$ cat config.mk
export PLATFORM = sky130hd
export DESIGN_NAME = button_conditioner
export DESIGN_NICKNAME = d
export VERILOG_FILES = /design/src/rtl/button_conditioner.sv
export SDC_FILE = /design/constraint.sdc
export NUM_CORES = 1
export LEC_CHECK = 0
export CAP_MARGIN = 20
export CORE_MARGIN = 1.5
export CORE_UTILIZATION = 40
export DETAILED_ROUTE_END_ITERATION = 10
export GPL_ROUTABILITY_DRIVEN = 0
export HOLD_SLACK_MARGIN = 0.02
export PLACE_DENSITY = 0.57
export SLEW_MARGIN = 20
export SYNTH_ARGS = -nofsm -noshare
export SYNTH_HDL_FRONTEND = slang
export SYNTH_SLANG_ARGS = --single-unit
export TNS_END_PERCENT = 10
$ cat constraint.sdc
create_clock -name i_clock -period 4.58 [get_ports i_clock]
set_input_delay 0.916 -clock i_clock [delete_from_list [all_inputs] [get_ports i_clock]]
set_output_delay 0.916 -clock i_clock [all_outputs]
set_load 0.01 [all_outputs]
$ cat src/rtl/button_conditioner.sv
// Push-button conditioner: per-channel 2-flop synchronizer, debounce counter and FSM.
// Produces a clean level plus single-cycle press/release pulses for each button.
module button_conditioner #(
  parameter int NB_BUTTONS      = 3,
  parameter int DEBOUNCE_CYCLES = 1000000,
  parameter int NB_COUNTER      = 24
) (
  input  logic                  i_clock,
  input  logic                  i_reset,
  input  logic [NB_BUTTONS-1:0] i_buttons,
  output logic [NB_BUTTONS-1:0] o_buttons_level,
  output logic [NB_BUTTONS-1:0] o_buttons_pulse,
  output logic [NB_BUTTONS-1:0] o_release_pulse
);

  typedef enum logic [1:0] {
    S_LOW       = 2'd0,
    S_WAIT_HIGH = 2'd1,
    S_HIGH      = 2'd2,
    S_WAIT_LOW  = 2'd3
  } state_t;

  localparam logic [NB_COUNTER-1:0] CNT_LAST = NB_COUNTER'(DEBOUNCE_CYCLES - 1);
  localparam logic [NB_COUNTER-1:0] CNT_ONE  = NB_COUNTER'(1);
  localparam logic [NB_COUNTER-1:0] CNT_ZERO = NB_COUNTER'(0);

  logic [NB_BUTTONS-1:0] sync1_q, sync1_d;
  logic [NB_BUTTONS-1:0] sync2_q, sync2_d;
  logic [NB_BUTTONS-1:0] level_q, level_d;
  logic [NB_BUTTONS-1:0] press_q, press_d;
  logic [NB_BUTTONS-1:0] release_q, release_d;
  state_t                state_q [NB_BUTTONS];
  state_t                state_d [NB_BUTTONS];
  logic [NB_COUNTER-1:0] cnt_q   [NB_BUTTONS];
  logic [NB_COUNTER-1:0] cnt_d   [NB_BUTTONS];

  // Synchronizer chain: only sync2 is seen by the debounce logic.
  always_comb begin
    sync1_d = i_buttons;
    sync2_d = sync1_q;
  end

  // Per-channel debounce FSM; a level change is accepted only after the
  // synchronized input holds the new value for DEBOUNCE_CYCLES samples.
  always_comb begin
    level_d   = level_q;
    press_d   = '0;
    release_d = '0;
    for (int n = 0; n < NB_BUTTONS; n++) begin
      state_d[n] = state_q[n];
      cnt_d[n]   = cnt_q[n];
      case (state_q[n])
        S_LOW: begin
          cnt_d[n] = CNT_ZERO;
          if (sync2_q[n]) begin
            state_d[n] = S_WAIT_HIGH;
            cnt_d[n]   = CNT_ONE;
          end else begin
            state_d[n] = S_LOW;
          end
        end
        S_WAIT_HIGH: begin
          if (!sync2_q[n]) begin
            state_d[n] = S_LOW;
            cnt_d[n]   = CNT_ZERO;
          end else if (cnt_q[n] == CNT_LAST) begin
            state_d[n] = S_HIGH;
            cnt_d[n]   = CNT_ZERO;
            level_d[n] = 1'b1;
            press_d[n] = 1'b1;
          end else begin
            cnt_d[n] = cnt_q[n] + CNT_ONE;
          end
        end
        S_HIGH: begin
          cnt_d[n] = CNT_ZERO;
          if (!sync2_q[n]) begin
            state_d[n] = S_WAIT_LOW;
            cnt_d[n]   = CNT_ONE;
          end else begin
            state_d[n] = S_HIGH;
          end
        end
        S_WAIT_LOW: begin
          if (sync2_q[n]) begin
            state_d[n] = S_HIGH;
            cnt_d[n]   = CNT_ZERO;
          end else if (cnt_q[n] == CNT_LAST) begin
            state_d[n]   = S_LOW;
            cnt_d[n]     = CNT_ZERO;
            level_d[n]   = 1'b0;
            release_d[n] = 1'b1;
          end else begin
            cnt_d[n] = cnt_q[n] + CNT_ONE;
          end
        end
        default: begin
          state_d[n] = S_LOW;
          cnt_d[n]   = CNT_ZERO;
          level_d[n] = 1'b0;
        end
      endcase
    end
  end

  // State registers with synchronous active-high reset.
  always_ff @(posedge i_clock) begin
    if (i_reset) begin
      sync1_q   <= '0;
      sync2_q   <= '0;
      level_q   <= '0;
      press_q   <= '0;
      release_q <= '0;
      for (int n = 0; n < NB_BUTTONS; n++) begin
        state_q[n] <= S_LOW;
        cnt_q[n]   <= CNT_ZERO;
      end
    end else begin
      sync1_q   <= sync1_d;
      sync2_q   <= sync2_d;
      level_q   <= level_d;
      press_q   <= press_d;
      release_q <= release_d;
      for (int n = 0; n < NB_BUTTONS; n++) begin
        state_q[n] <= state_d[n];
        cnt_q[n]   <= cnt_d[n];
      end
    end
  end

  assign o_buttons_level = level_q;
  assign o_buttons_pulse = press_q;
  assign o_release_pulse = release_q;

endmodule

; Word level (Yosys, flattened, before mapping)
; Memories as Yosys holds them, arrays and structs flattened.
; Cells that the tools add are included.
[totals]
register_bits = 15
ramBits = 78
input_bits = 5
word_cells = 136
mem_count = 2
[op_classes]
add_sub_neg = 3
n_eq_ne = 24
n_mux = 66
bitwise = 15
n_reduce_logical = 15
[memory_table]
columns = name, depth, width, rd, rd_clocked_by_memory_dff, wr, line
row1 = cnt_q, 3, 24, 3, 0, 3, 34  ; logic [NB_COUNTER-1:0] cnt_q [NB_BUTTONS];
row2 = state_q, 3, 2, 3, 0, 3, 32  ; state_t state_q [NB_BUTTONS];
[ops]
columns = op, count
row1 = two-way mux 24 bit, 12
row2 = case mux 24 bit (4 select lines), 3
row3 = "adder 24 x 1 -> 24 bit, second input constant", 3
row4 = "== test 24 x 20 -> 1 bit, second input constant", 3
row5 = two-way mux 1 bit, 30
row6 = two-way mux 2 bit, 15
row7 = "!= test 2 bit, second input constant", 12
row8 = case mux 2 bit (4 select lines), 3
row9 = OR reduction 3 bit, 6
row10 = AND reduction 5 bit, 3
row11 = "== test 2 bit, second input constant", 6
row12 = inverter 1 bit, 9
row13 = "== test 2 x 1 -> 1 bit, second input constant", 3
row14 = zero test 2 bit, 3
row15 = bitwise OR 1 bit, 6
row16 = case mux 1 bit (2 select lines), 3
row17 = nonzero test 2 bit, 3

; Longest topological paths before layout
; Gate-level depths: netlist (run 1).
; An unclocked memory read counts as a cell.
[logic_depth]
depth_word = 6
depth_mapped = 7
ltp_nobuf = 5

; Worst setup path before layout (run 1)
; OpenSTA, ideal clock, no wires.
[synth_path]
path_kind = register to register
startpoint = memory cnt_q[0][0]
endpoint = memory cnt_q[0][12]
setup_time_ns = 0.071
arrival_ns = 1.915
t_required_ns = 4.509
slack_ns = 2.594
stages_incl_launch_ff = 7
synth_period_minus_slack_ns = 1.986
cell_sequence = dfxtp_1 -> ha_1 -> clkbuf_1 -> inv_1 -> or4_2 -> or3_1 -> a21oi_1
[synth_rtl]
columns = element, line
row1 = from (decl), 34

==> results of run 1 <==
[routing by layer]
layer | vias to the layer above | wire length [um] | global-route usage [%]
met5 | - | 0 | 0
met4 | 0 | 65 | 4.27
met3 | 6 | 183 | 3.82
met2 | 25 | 3790 | 25.4
met1 | 1602 | 4210 | 21.0
li1 | 1749 | - | -
[through the flow]
step	cell area (sq um)	cells	hold WS (ns)	total power, mW	util, %
2_1_floorplan	4100	476	0.414	0.849	-
3_3_place_gp	4350	607	0.417	0.863	44.1
3_5_place_dp	4350	607	0.428	0.863	44.1
4_1_cts	4540	623	0.448	1.41	46.0
5_1_grt	4540	623	0.468	1.45	46.0
6_report	4540	623	0.442	1.38	46.0
[layout by cell type, fill, tap and decap left out, drive strengths merged, types with 3 or more instances in the layout]
cell type      Yosys  routed
o21ai             20      20
clkinv             0       4
and4               9       9
nor3              12      12
or3               17      17
nor2              50      50
xor2              17      17
or4               23      23
clkdlybuf4s50      0      13
nor4b              5       5
and3               6       6
a31oi              3       3
inv               14      14
xnor2             22      22
buf                1       3
ha                 3       3
clkbuf            17      11
and2               3       3
nand2b             5       5
o31ai             18      18
a21oi             34      34
dfxtp             93      93
nor2b              7       7
nor4               9       9
nand2             29      29
nand3             25      25
nand4             24      24
[critical path, stage by stage, from the launching register on]
cell      delay, ns
dfxtp_1        0.42
ha_1           0.36
nand4_1        0.24
o211ai_1       0.71
buf_4          0.33
nor2_1         0.07
[power breakdown]
group / switching (mW) / leakage (nW) / total, mW / internal [mW]
clock: 0.277 / 0.103 / 0.541 / 0.264
combinational: 0.0111 / 0.397 / 0.0241 / 0.0130
sequential: 0.00519 / 0.751 / 0.819 / 0.814
[state kept, by name, summed over array words and instances, names as in the netlist, named ones only]
signal           flops
cnt_q               72
o_release_pulse      3
state_q              3
sync2_q              3
o_buttons_pulse      3
o_buttons_level      3
sync1_q              3
[Yosys cell counts (5+ instances only)]
cell type  number  area share (%)
a21oi_1        34             4.1
and3_1          6            0.92
and4_1          8             1.7
clkbuf_1       17             1.6
dfxtp_1        93              45
inv_1          14             1.3
nand2_1        29             2.7
nand2b_1        5            0.76
nand3_1        25             3.0
nand4_1        23             3.5
nor2_1         50             4.6
nor2b_1         7             1.1
nor3_1         12             1.5
nor4_1          9             1.4
nor4b_1         5             1.1
o21ai_0        20             2.4
o31ai_1        18             3.3
or3_1          15             2.3
or4_1          20             3.7
xnor2_1        22             4.7
xor2_1         17             3.6
[cell families after synthesis]
kind of cell             count (synthesis)  synth area share, %
AO/OA/AOI/OAI                           82                 11.6
XOR/XNOR                                39                 8.33
flip-flops                              93                 45.4
AND/OR/NAND/NOR                        227                 30.6
adder cells (fa/ha/maj)                  3                0.915
buffers and inverters                   32                 3.11
[final timing paths]
path	start	slack (ns)	endpoint
setup reg to reg	cnt_q[0][0]	2.35	cnt_q[0][6]
setup / recovery	cnt_q[0][0]	2.35	cnt_q[0][6]
hold / removal	sync1_q[1]	0.44	sync2_q[1]
hold reg to reg	sync1_q[1]	0.44	sync2_q[1]
[final cells by class]
| class | count | area, sq um | share of cell area, % |
|---|---|---|---|
| well taps | 133 | 166 | 3.66 |
| multi-input cells | 351 | 2120 | 46.6 |
| clock inverters | 5 | 50.0 | 1.10 |
| repair buffers | 16 | 153 | 3.36 |
| flip-flops and latches | 93 | 1860 | 41.0 |
| clock buffers | 11 | 141 | 3.11 |
| inverters | 14 | 52.6 | 1.16 |
==> metrics.txt, run 1 <==
Worst Path Required 4.82 ns; Worst-path clk slew 0.09 ns; Post-Place Setup Slack 2.03 ns; syn_nets 484; worst vdd ir 0.112 mV; setup repair after global routing missed its margin false; pwr dens approximately 300 mW/mm^2; status complete, no violations; H-tree levels 3; Post-synth ARST share 0%; diodes inserted 0; Lkg Pwr 1.25 nW; Residual DRC 0; Slew @ Worst Pin 0.896 ns; Filler cells 986; Fin Clk Skew 0.0101 ns; final hold violation count 0; Post-CTS Resized 0; first-pass GRT wire length 14.1 mm; PortBufs 13; detailed-route via count 3,382; TNS Setup 0 ns; area delta synth->final 10.7%; R2R cell count 5; Placement Rows 36; number of enable flip-flop cells after synthesis 0; vias per cell 5.43; WHS Path Cells 1; Seq/Total Area, Yosys 45.4%; Ys Warns 0; Worst Setup Slack, final 2.35 ns; Mapped Cells 476; crit path launch type flip-flop; Critical Path AT around 2.5 ns; largest net degree at the start of global routing 24; clk buf depth 2; slew margin rel. 40.3%; CTS tree built; TritonRoute pass-1 iters 4; core area about 0.01 sq mm; Yosys reg bits 93; Worst Path Max Fanout 14; die width 104 um; Die ar. 0.0109 sq mm; Clock Latency Late Sink 0.35 ns; Final ANT Viol Nets 0; worst hold-check path type flip-flop to flip-flop; Post-CTS Setup Inserts 0; final setup fails 0; minimum clock period 2.23 ns; layout cell share with drive strength beyond 1 5.71%; Post-DP HPWL 5.73 mm; DRT iter0 DRCs 138; DIE HEIGHT about 100 um; Slew Viols, Final 0; DR WL/cell approximately 13 um; Root Buffer clkbuf_8; ys flop type dfxtp_1; post-synthesis cell area 0.00410 sq mm; Final nets 493; CTS Sinks 93; Initial Util slightly above 40%; Final period util around half; vias in the first global route about 3,100; GR Overflow Total 0; initial antenna violation count 0; nature of the critical path endpoint flip-flop; CTS Buf Count 9; maximum capacitance violations 0; Post-CTS Hold Buffers 0; Total GRT Usage 15.8%; Detailed Route WL 8.25 mm; Distinct cells, synth 36; total I/O pin count 14; critical setup path kind flip-flop to flip-flop; Max Freq 0.448 GHz; Syn Area/Cell roughly 8.6 sq um
Power figures use the tool's default switching activity.
==> run 2, diff against run 1 <==
Clock period 4.58 ns to 2.1 ns, I/O delays scaled along.
==> run 2 against run 1 <==
  * Clock power rose by 130%
  * Die area unchanged
  * Setup slack worse by 2.2 ns
  * Cell area rose by 3.3%
  * Clock-buffer cell count decreased by 1
  * Critical path depth down 1
  * Combinational power is 130% higher
  * Global-route usage increased by 0.66 points
  * Critical endpoint is now cnt_q[0][23]
==> metrics.txt, run 2 (synthesized netlist as in run 1, its figures left out) <==
status complete, no violations (unchanged); Placement Rows 36 (unchanged); final setup fails 0 (unchanged); GR Overflow Total 0 (unchanged); Non-Filler Instances 639 (was 623); die width 104 um (unchanged); area delta synth->final 14.3% (was 10.7%); Total GRT Usage 16.4% (was 15.8%); vias per cell 5.38 (was 5.43); Post-CTS Hold Buffers 0 (unchanged); crit path launch type flip-flop (unchanged); Initial Util 41.6% (unchanged); Filler cells 969 (was 986); final hold violation count 0 (unchanged); Residual DRC 0 (unchanged); worst hold-check path type flip-flop to flip-flop (unchanged); max incr delay on CP 0.65 ns (was 0.71 ns); footprint of the multi-input gates 0.00212 sq mm (about the same); initial antenna violation count 0 (unchanged); most common cell after layout, fill and taps aside dfxtp_1 (unchanged); maximum capacitance violations 0 (unchanged); layout cell share with drive strength beyond 1 9.09% (was 5.71%); first-pass GRT wire length 15.1 mm (was 14.1 mm); CTS Buf Count 9 (unchanged); Slew Viols, Final 0 (unchanged); Root Buffer clkbuf_8 (unchanged); Critical Path AT 2.25 ns (was 2.47 ns); Placed Instances 623 (was 607); DR WL/cell 13.1 um (was 13.2 um); DIE HEIGHT 104 um (unchanged); DRT iter0 DRCs 147 (was 138); Core Util, Final 47.5% (was 46.0%); nature of the critical path endpoint flip-flop (unchanged); Post-DP HPWL 6.02 mm (was 5.73 mm); Worst Path Max Fanout 13 (was 14); Lkg Pwr 1.34 nW (was 1.25 nW); commonest non-fill, non-tap cells in the layout 92 x dfxtp_1, 50 x nor2_1, 34 x a21oi_1 (was 93 x dfxtp_1, 50 x nor2_1, 34 x a21oi_1); Buf/Inv on CP 0 (was 1); Worst-path clk slew 0.10 ns (was 0.09 ns); clk buf depth 2 (unchanged); PortBufs 13 (unchanged); Final nets 509 (was 493); CP Launch Point cnt_q[0][5] (was cnt_q[0][0]); worst r2r src cnt_q[0][5] (was cnt_q[0][0]); Detailed Route WL 8.40 mm (was 8.25 mm); vias in the first global route 3,280 (was 3,062); detailed-route via count 3,441 (was 3,382); Largest register FFs 72 (unchanged); critical setup path kind flip-flop to flip-flop (unchanged); TritonRoute pass-1 iters 5 (was 4); H-tree levels 3 (unchanged); slew margin rel. 57.2% (was 40.3%); CTS Sinks 93 (unchanged); Register Area 0.00186 sq mm (about the same); Clock Latency Late Sink 0.35 ns (about the same); worst vdd ir 0.421 mV (was 0.112 mV); minimum clock period 1.96 ns (was 2.23 ns); Top reg by flops cnt_q (unchanged); TNS Setup 0 ns (unchanged); Final period util 93.6% (was 48.7%); critical-path cell list nand4_2 > or4_4 > or4_1 > a21oi_1 (was ha_1 > nand4_1 > o211ai_1 > buf_4 > nor2_1); pwr dens 657 mW/mm^2 (was 305 mW/mm^2); Worst Path Required 2.38 ns (was 4.82 ns); setup repair after global routing missed its margin false (unchanged); CP top delay family simple AND/OR/NAND/NOR gates (was compound AO/OA/AOI/OAI gates); Final ANT Viol Nets 0 (unchanged); Fin Clk Skew 0.0152 ns (was 0.0101 ns); largest net degree at the start of global routing 24 (unchanged); CP max stage cell or4_4 (was o211ai_1); Max Freq 0.509 GHz (was 0.448 GHz); core area 0.00986 sq mm (unchanged); total I/O pin count 14 (unchanged); Hold Startpoint sync1_q[1] (unchanged); Die ar. 0.0109 sq mm (unchanged); CTS tree built (unchanged); diodes inserted 0 (unchanged); Slew @ Worst Pin 0.634 ns (was 0.896 ns)
## run 2: cell types whose count changed in the layout (fill, tap and decap cells not counted), sizes merged
cell and change:
clkbuf -1, clkinvlp +1, inv +2, buf +16, clkinv -2
## run 2: per-stage QoR
step | instance area [sq um] | power [mW] | hold slack (ns) | worst slack (ns)
after floorplan | 4100 | 1.85 | 0.414 | 0.114
after global placement | 4480 | 1.88 | 0.422 | 0.215
after detailed placement | 4480 | 1.88 | 0.420 | 0.133
after CTS | 4690 | 3.13 | 0.440 | 0.102
after global routing | 4690 | 3.20 | 0.456 | 0.00718
final | 4690 | 3.08 | 0.441 | 0.135
## run 2: power by group
group	switching, mW	internal, mW	leakage [nW]
combinational	0.0240	0.0311	0.482
clock	0.649	0.592	0.103
sequential	0.0107	1.78	0.751
## run 2: path summary, 6_finish.rpt
path	end	slack (ns)	cells past startpoint
max	cnt_q[0][23]	0.14	4
min	sync2_q[1]	0.44	1
max reg2reg	cnt_q[0][23]	0.14	4
min reg2reg	sync2_q[1]	0.44	1
## run 2: metal layers
layer	wire length (um)	track usage, %
met5	0	0
met4	63	4.17
met3	209	3.38
met2	3820	26.3
met1	4300	22.6
## run 2: final cells by class
type,instances,area share [%]
Clock buffer,10,2.93
Clock inverter,6,1.47
Inverter,14,1.12
Multi-Input combinational cell,351,45.1
Sequential cell,93,39.7
Tap cell,133,3.55
Timing Repair Buffer,32,6.08
## run 2: repair_timing
| action | in CTS | in global routing |
|---|---|---|
| gates resized for setup | 0 | 2 |
| setup endpoints to repair | 0 | 3 |
| setup buffers | 0 | 0 |
